===== src/rtl/phase_acc_bank_pkg.sv =====
// Shared widths, slot constants and helpers for the OPL2 operator phase
// accumulator bank and the rhythm phase stage that consumes its outputs.
package phase_acc_bank_pkg;

  localparam int PHASE_ACC_WIDTH         = 20;
  localparam int OP_NUM_WIDTH            = 5;
  localparam int NUM_OPERATORS_DEFAULT   = 18;
  localparam int HI_HAT_SLOT_DEFAULT     = 13;
  localparam int TOP_CYMBAL_SLOT_DEFAULT = 17;

  typedef logic [PHASE_ACC_WIDTH-1:0] phase_t;
  typedef logic [OP_NUM_WIDTH-1:0]    op_num_t;

  // Value an accumulator holds after being processed: a key-on restarts the
  // slot so that the next presented phase is exactly the increment, otherwise
  // the increment is added and any carry out of the top bit is discarded.
  function automatic phase_t next_acc(input phase_t cur, input phase_t inc,
                                      input logic key_on);
    phase_t result;
    if (key_on) begin
      result = inc;
    end else begin
      result = cur + inc;
    end
    return result;
  endfunction

  // Value presented on the output for a processed slot: the pre-increment
  // phase, or zero on the key-on sample.
  function automatic phase_t presented_phase(input phase_t cur, input logic key_on);
    phase_t result;
    if (key_on) begin
      result = '0;
    end else begin
      result = cur;
    end
    return result;
  endfunction

endpackage


===== src/rtl/phase_acc_bank_if.sv =====
// Operator strobe request and phase result bundle between the operator
// sequencer (master) and the phase accumulator bank (slave).
interface phase_acc_bank_if;
  import phase_acc_bank_pkg::*;

  logic    op_en;
  op_num_t op_num;
  phase_t  phase_inc;
  logic    key_on_pulse;

  phase_t  phase_acc;
  logic    phase_valid;
  op_num_t op_num_out;
  phase_t  phase_acc_13;
  phase_t  phase_acc_17;

  modport master (
    output op_en,
    output op_num,
    output phase_inc,
    output key_on_pulse,
    input  phase_acc,
    input  phase_valid,
    input  op_num_out,
    input  phase_acc_13,
    input  phase_acc_17
  );

  modport slave (
    input  op_en,
    input  op_num,
    input  phase_inc,
    input  key_on_pulse,
    output phase_acc,
    output phase_valid,
    output op_num_out,
    output phase_acc_13,
    output phase_acc_17
  );

endinterface


===== src/rtl/phase_acc_bank.sv =====
// Per-operator phase accumulator bank. Each strobed slot presents its current
// phase one cycle later and advances (or restarts on key-on) in the same
// cycle. The hi-hat and top-cymbal slots additionally keep a snapshot of the
// last phase they presented for the rhythm phase stage.
module phase_acc_bank
  import phase_acc_bank_pkg::*;
#(
  parameter int NUM_OPERATORS   = NUM_OPERATORS_DEFAULT,
  parameter int HI_HAT_SLOT     = HI_HAT_SLOT_DEFAULT,
  parameter int TOP_CYMBAL_SLOT = TOP_CYMBAL_SLOT_DEFAULT
) (
  input logic             clk,
  input logic             rst,
  phase_acc_bank_if.slave bus
);

  // Accumulators live in flops rather than RAM so every slot clears on reset.
  phase_t  acc [NUM_OPERATORS];

  logic    slot_hit;
  phase_t  cur_phase;
  phase_t  out_phase;
  phase_t  upd_phase;

  phase_t  phase_acc_q;
  logic    phase_valid_q;
  op_num_t op_num_out_q;
  phase_t  snap_hi_hat_q;
  phase_t  snap_top_cymbal_q;

  // Decode the strobe and select the addressed slot; out-of-range indices
  // never hit, so they leave all state untouched.
  always_comb begin
    slot_hit  = bus.op_en && (bus.op_num < OP_NUM_WIDTH'(NUM_OPERATORS));
    cur_phase = '0;
    for (int i = 0; i < NUM_OPERATORS; i++) begin
      if (bus.op_num == OP_NUM_WIDTH'(i)) begin
        cur_phase = acc[i];
      end
    end
    out_phase = presented_phase(cur_phase, bus.key_on_pulse);
    upd_phase = next_acc(cur_phase, bus.phase_inc, bus.key_on_pulse);
  end

  // Read-modify-write of the addressed accumulator; a repeat strobe of the
  // same slot next cycle naturally sees the updated value.
  always_ff @(posedge clk or posedge rst) begin
    if (rst) begin
      for (int i = 0; i < NUM_OPERATORS; i++) begin
        acc[i] <= '0;
      end
    end else begin
      for (int i = 0; i < NUM_OPERATORS; i++) begin
        if (slot_hit && (bus.op_num == OP_NUM_WIDTH'(i))) begin
          acc[i] <= upd_phase;
        end
      end
    end
  end

  // Registered result: valid pulses for one cycle per accepted strobe while
  // phase and slot index hold until the next accepted strobe.
  always_ff @(posedge clk or posedge rst) begin
    if (rst) begin
      phase_acc_q   <= '0;
      phase_valid_q <= 1'b0;
      op_num_out_q  <= '0;
    end else begin
      phase_valid_q <= slot_hit;
      if (slot_hit) begin
        phase_acc_q  <= out_phase;
        op_num_out_q <= bus.op_num;
      end
    end
  end

  // Rhythm snapshots load alongside the presented phase for their slot only.
  always_ff @(posedge clk or posedge rst) begin
    if (rst) begin
      snap_hi_hat_q     <= '0;
      snap_top_cymbal_q <= '0;
    end else begin
      if (slot_hit && (bus.op_num == OP_NUM_WIDTH'(HI_HAT_SLOT))) begin
        snap_hi_hat_q <= out_phase;
      end
      if (slot_hit && (bus.op_num == OP_NUM_WIDTH'(TOP_CYMBAL_SLOT))) begin
        snap_top_cymbal_q <= out_phase;
      end
    end
  end

  assign bus.phase_acc    = phase_acc_q;
  assign bus.phase_valid  = phase_valid_q;
  assign bus.op_num_out   = op_num_out_q;
  assign bus.phase_acc_13 = snap_hi_hat_q;
  assign bus.phase_acc_17 = snap_top_cymbal_q;

endmodule

===== src/flat_wrapper.sv =====
// flat-port wrapper written by rule: the top's interface ports become plain ports
module phase_acc_bank_flat import phase_acc_bank_pkg::*;
#(
  parameter int NUM_OPERATORS   = NUM_OPERATORS_DEFAULT,
  parameter int HI_HAT_SLOT     = HI_HAT_SLOT_DEFAULT,
  parameter int TOP_CYMBAL_SLOT = TOP_CYMBAL_SLOT_DEFAULT
)
  (clk, rst, bus_op_en, bus_op_num, bus_phase_inc, bus_key_on_pulse, bus_phase_acc, bus_phase_valid, bus_op_num_out, bus_phase_acc_13, bus_phase_acc_17);
  phase_acc_bank_if bus_i ();
  input logic clk;
  input logic rst;
  input wire logic [$bits(bus_i.op_en)-1:0] bus_op_en;
  input wire logic [$bits(bus_i.op_num)-1:0] bus_op_num;
  input wire logic [$bits(bus_i.phase_inc)-1:0] bus_phase_inc;
  input wire logic [$bits(bus_i.key_on_pulse)-1:0] bus_key_on_pulse;
  output wire logic [$bits(bus_i.phase_acc)-1:0] bus_phase_acc;
  output wire logic [$bits(bus_i.phase_valid)-1:0] bus_phase_valid;
  output wire logic [$bits(bus_i.op_num_out)-1:0] bus_op_num_out;
  output wire logic [$bits(bus_i.phase_acc_13)-1:0] bus_phase_acc_13;
  output wire logic [$bits(bus_i.phase_acc_17)-1:0] bus_phase_acc_17;
  assign bus_i.op_en = bus_op_en;
  assign bus_i.op_num = bus_op_num;
  assign bus_i.phase_inc = bus_phase_inc;
  assign bus_i.key_on_pulse = bus_key_on_pulse;
  assign bus_phase_acc = bus_i.phase_acc;
  assign bus_phase_valid = bus_i.phase_valid;
  assign bus_op_num_out = bus_i.op_num_out;
  assign bus_phase_acc_13 = bus_i.phase_acc_13;
  assign bus_phase_acc_17 = bus_i.phase_acc_17;
  phase_acc_bank #(.NUM_OPERATORS(NUM_OPERATORS), .HI_HAT_SLOT(HI_HAT_SLOT), .TOP_CYMBAL_SLOT(TOP_CYMBAL_SLOT)) u_core (.clk(clk), .rst(rst), .bus(bus_i));
endmodule

===== config.mk =====
export PLATFORM = sky130hd
export DESIGN_NAME = phase_acc_bank_flat
export DESIGN_NICKNAME = d
export VERILOG_FILES = /design/src/rtl/phase_acc_bank_pkg.sv /design/src/rtl/phase_acc_bank_if.sv /design/src/rtl/phase_acc_bank.sv /design/src/flat_wrapper.sv
export SDC_FILE = /design/constraint.sdc
export NUM_CORES = 1
export LEC_CHECK = 0
export BUFFER_PORTS_ARGS = -buffer_cell sky130_fd_sc_hd__buf_2
export CAP_MARGIN = 0
export CORE_ASPECT_RATIO = 0.75
export CORE_MARGIN = 2
export CORE_UTILIZATION = 65
export DETAILED_ROUTE_END_ITERATION = 6
export GPL_ROUTABILITY_DRIVEN = 0
export PLACE_DENSITY = 0.82
export SYNTH_ARGS = -nofsm -noshare
export SYNTH_HDL_FRONTEND = slang
export SYNTH_SLANG_ARGS = --single-unit
export TNS_END_PERCENT = 30

===== constraint.sdc =====
create_clock -name clk -period 40.7 [get_ports clk]
set_clock_uncertainty 0.15 [all_clocks]
set_input_delay 4.07 -clock clk [delete_from_list [all_inputs] [get_ports clk]]
set_output_delay 4.07 -clock clk [all_outputs]
set_load 0.02 [all_outputs]

Word-level counts from Yosys, hierarchy flattened --
Cells that the tools add are included.
Storage, ports and cells: flip-flop bits (word level) 426, latch bits 0, RAM bits 0, memory bits (read-only) 0, input bits 29, output and inout bits 66, logic and storage cells 82, memories kept 0
Cells by class: add/subtract/negate cells 1, $mul 0, divide/modulo/power cells 0, order comparisons 1, eq/ne operators 17, shifts and indexed selects 0, muxes and demuxes 20, bitwise gates (word level) 0, reductions and logical operators 20
Operators with widths (number):
- $mux 20 | 20
- $eq 5x4->1 const B | 8
- $add 20x20->20 | 1
- $eq 5x3->1 const B | 4
- $logic_and 1x1->1 | 19
- $eq 5x2->1 const B | 2
- $eq 5x5->1 const B | 2
- $eq 5x1->1 const B | 1
- $logic_not 5->1 | 1
- $lt 5x5->1 const B | 1

Logic depth before layout (Yosys ltp) --
depth in word-level cells 21, depth in mapped cells 23, gate-level depth less buffers 17

Worst setup path before layout --
OpenSTA, ideal clock, no wires.
kind input -> register, from in bus_op_num[0], to reg u_core.acc[153] in the netlist's numbering, library setup time 0.136 ns, arrival 8.491 ns, required time 40.414 ns, slack 31.924 ns, stages on the path 21, buffers on the path 5, cell sequence buf_2 -> buf_2 -> buf_2 -> buf_4 -> mux2_2 -> o221ai_1 -> a21oi_1 -> a221oi_1 -> a31oi_1 -> a21oi_1 -> inv_1 -> ha_1 -> a211oi_1 -> o21ai_0 -> a2111oi_0 -> o31ai_1 -> xnor2_1 -> nor2_1 -> a21oi_1 -> clkbuf_1 -> o21ai_0
On the way: longest elaborated chain between the ends 21, elaborated cells on any way between the ends 41, classes of those cells add/sub (1); order compare (1); eq/ne (17); mux (19); reduce/logical (3)
RTL lines:
- from (decl) | line flat_wrapper.sv:13 | input wire logic [$bits(bus_i.op_num)-1:0] bus_op_num;
- $logic_not 5->1 | line phase_acc_bank.sv:37 | if (bus.op_num == OP_NUM_WIDTH'(i)) begin
- $mux 20 (18 in a row) | line phase_acc_bank.sv:37
- $add 20x20->20 | line phase_acc_bank_pkg.sv:23 | result = cur + inc;
- $mux 20 | line phase_acc_bank_pkg.sv:20 | if (key_on) begin
- to (signal, indexed assignment) | line phase_acc_bank.sv:55 | acc[i] <= upd_phase;
- to (decl) | line phase_acc_bank.sv:18 | phase_t acc [NUM_OPERATORS];
Parallel ways exist; a longest one is shown, timed or not. A chain may end at the register's enable or synchronous reset.

Worst setup path after layout --
from in bus_op_num[0], to reg u_core.acc[99] in the netlist's numbering
Same word-level chain as after synthesis.

==> key figures <==
Status
  • Outcome: complete, but fails checks
  • Failing checks: DRC

Synthesis
  • Synth Register Bits: 426
  • Synth Flop Type: dfrtp_1
  • Synth Area in Adders: 1.34%
  • Post-synthesis mux area share: 5.72%
  • Share of synthesized flip-flops with an asynchronous set or reset: 100%
  • Syn_nets: 2008
  • Cells after Synth: 1959
  • Compound-Gate Fraction of Synth Area: 19.9%
  • Largest family of logic cells by synthesized area: compound AO/OA/AOI/OAI gates
  • Mapped Avg Cell Area: 9.79 um^2
  • Post-synth cell types: 66
  • Yosys warnings: 0
  • Post-synthesis simple-gate area fraction: 13.4%
  • Post-synth EDFFs: 0
  • Post-Synthesis Cell Area: 19200 um^2
  • Sequential fraction of the synthesis area: 55.6%
  • XOR/XNOR Fraction of Synth Area: 0.639%

Cells and area
  • Commonest non-fill, non-tap cell in the layout: dfrtp_1
  • Antenna cells: 0
  • Final nets: 2037
  • Final instance area: 21200 um^2
  • Area Growth Syn to Fin: 10.5%
  • Layout cells sized above 1: a little over an eighth
  • Commonest cells after routing, fill and taps aside: dfrtp_1, nand2_1, o21ai_0

Clock tree
  • Clk sink count: 426
  • Post-CTS setup buffer count: 0
  • Clk root buf: clkbuf_16
  • Clock Path Buffers: 3
  • Clock transition at path regs: 60 ps
  • Clock H-tree levels: 2
  • CTS tree: yes
  • Worst skew pair latency: 550 ps
  • Cells resized by post-CTS repair: 0
  • # hold bufs at CTS: 0
  • Total CTS buffers: 40

Place
  • Area post-placement: between 15000 and 20000 um^2
  • Number of I/O port buffers: 94
  • DPL Wire Length: 37200 um

Floorplan
  • # rows: 54
  • Core ar.: between 20000 and 30000 um^2
  • Chip height: approximately 150 um
  • Initial Utilization: 66.0%
  • # IOs: 95
  • Die Span X: 202 um
  • Die area: 30900 um^2

Global route
  • Initial antenna violation count: 3
  • Vias in the first global route: around 16000
  • GRT overflow: 0
  • GRT Overall Usage: 38.0%
  • First-pass GRT wire length: 90800 um
  • Largest net degree at the start of global routing: 188

Worst setup path
  • WP buf/inv: 2
  • Kind of critical path: in2reg
  • Crit Path Max Fanout: between 60 and 70
  • Most used cell, CP: a21oi_1
  • Slowest cell on the critical path: a2111oi_4
  • Crit path cell chain: buf_4 -> buf_4 -> nand2_1 -> nor2_2 -> a221o_1 -> o221ai_1 -> a31oi_1 -> a21oi_1 -> a21oi_1 -> ha_1 -> a21o_1 -> a2111o_1 -> a21oi_1 -> o211ai_1 -> o211ai_1 -> o41ai_1 -> a2111oi_4 -> mux2_2
  • Crit. End Element: register
  • CP delay by family, top: compound AO/OA/AOI/OAI gates
  • CP startpoint kind: input pin
  • Req. time, crit path: around 41000 ps
  • Critical path arrival: 10600 ps
  • CP max stage delay: approximately 930 ps

Power and ir drop
  • LEAKAGE: 9.89 nW
  • Pwr per Cell Area: 52.0 nW/um^2
  • Peak VDD IR: 44.5 uV

Timing
  • Min Hold Slack: 328 ps
  • Least-Margin Pin Slew: roughly 1300 ps
  • Slew HR: 12.4%
  • Setup TNS: 0 ps
  • RSZ-0062 raised after global routing: false
  • Minimum clock period after layout: 10280 ps
  • Max Fclk: about 0.097 GHz
  • Fin. max-slew vios: 0
  • Final Hold Viols: 0
  • Final cycle utilization of the critical path: about a quarter
  • Final setup fails: 0

Routing
  • Via/cell ratio: 6.69
  • Routed wire length: 57300 um
  • Residual DRC count: 1
  • Initial DRC Count: about 2200
  • DR top layer: met5
  • Detailed-routing wirelength on met1: 22800 um
  • Met3 Wirelength: 6630 um
  • DR WL met2: approximately 25000 um
  • Vias: approximately 16000
  • DRT Pass-1 Iters: 7
  • DR WL/cell: around 24 um
  • Post-route ant nets: 0

Run
  • Max Cap Violations: 0

Min path
  • Worst hold path type: reg2reg
power breakdown:
group	internal [mW]	switching, mW	leakage (nW)	total, mW
combinational	0.0680	0.120	3.69	0.188
clock	0.207	0.161	0.603	0.368
sequential	0.500	0.0473	5.60	0.547
total	0.775	0.328	9.89	1.10
worst paths after layout:
path | from | endpoint | slack, ps | cells past startpoint
min in group asynchronous | rst | u_core.acc[310] | 3610 | 2
setup reg to reg | u_core.acc[341] | u_core.acc[99] | 35170 | 16
max in group asynchronous | rst | u_core.bus.phase_acc_13[15] | 34970 | 3
hold reg to reg | u_core.acc[301] | u_core.acc[301] | 330 | 2
setup / recovery | bus_op_num[0] | u_core.acc[99] | 30420 | 18
hold / removal | u_core.acc[301] | u_core.acc[301] | 330 | 2
synth_stat cells, types with 9 or more instances:
library cell | number | area, um^2
nand2_1 | 401 | 1510
buf_2 | 18 | 90.1
mux2i_1 | 23 | 230
nor2_1 | 110 | 413
ha_1 | 19 | 238
clkbuf_1 | 119 | 447
and2_1 | 12 | 75.1
mux4_2 | 18 | 405
nor2b_1 | 20 | 125
a22o_1 | 19 | 166
a222oi_1 | 15 | 150
a211oi_1 | 12 | 90.1
dfrtp_1 | 426 | 10700
mux2_2 | 41 | 462
a221oi_1 | 12 | 105
o21ai_0 | 334 | 1670
inv_1 | 13 | 48.8
nor3_1 | 18 | 90.1
buf_1 | 9 | 33.8
o31ai_1 | 10 | 75.1
o22ai_1 | 16 | 100
a21o_1 | 10 | 75.1
a22oi_1 | 40 | 300
a21oi_1 | 99 | 495
nand3_1 | 25 | 125
worst min-delay path, delay by kind of cell, from the launching register on:
kind	cells	cell delay [ps]
DFF	1	340
AOI/OAI and AO/OA	1	60
and+or+nand+nor	1	40
layout make-up:
class / instances / area (um^2)
flip-flops and latches: 426 / 10700
multi-input cells: 1370 / 7920
clock inverters: 11 / 115
inverters: 14 / 60.1
well taps: 392 / 490
clock buffers: 57 / 1140
repair buffers: 136 / 801
fillers: 2071 / 7870
through the flow:
stage | power (mW) | worst slack [ps] | std cells | util [%]
detailed placement | 0.732 | 30210 | 2338 | 68.6
floorplan | 0.667 | 24620 | 1959 | -
global route | 1.15 | 30080 | 2406 | 72.9
global placement | 0.719 | 30380 | 2338 | 68.6
finish | 1.10 | 30420 | 2406 | 72.9
CTS | 1.10 | 30660 | 2406 | 72.9
state kept, by name, indices dropped and copies added, names as in the netlist:
register                 cells
u_core.acc                 360
u_core.bus.op_num_out        5
u_core.bus.phase_acc        20
u_core.bus.phase_acc_13     20
u_core.bus.phase_acc_17     20
u_core.bus.phase_valid       1
routing by layer:
| layer | GRT usage, % | vias up |
|---|---|---|
| met1 | 54.2 | 7876 |
| met5 | 0 | - |
| met4 | 16.3 | 4 |
| met3 | 9.58 | 210 |
| met2 | 56.1 | 1060 |
| li1 | - | 6949 |
logic make-up (layout without fill, tap and decap cells):
| kind of cell | Yosys count | in the layout |
|---|---|---|
| and+or+nand+nor | 620 | 620 |
| muxes | 82 | 82 |
| xor gates and xnor gates | 14 | 14 |
| AOI/OAI and AO/OA | 634 | 634 |
| DFF | 426 | 426 |
| adders and majority gates | 20 | 20 |
| buffers and inverters | 163 | 218 |
Power figures use the tool's default switching activity.
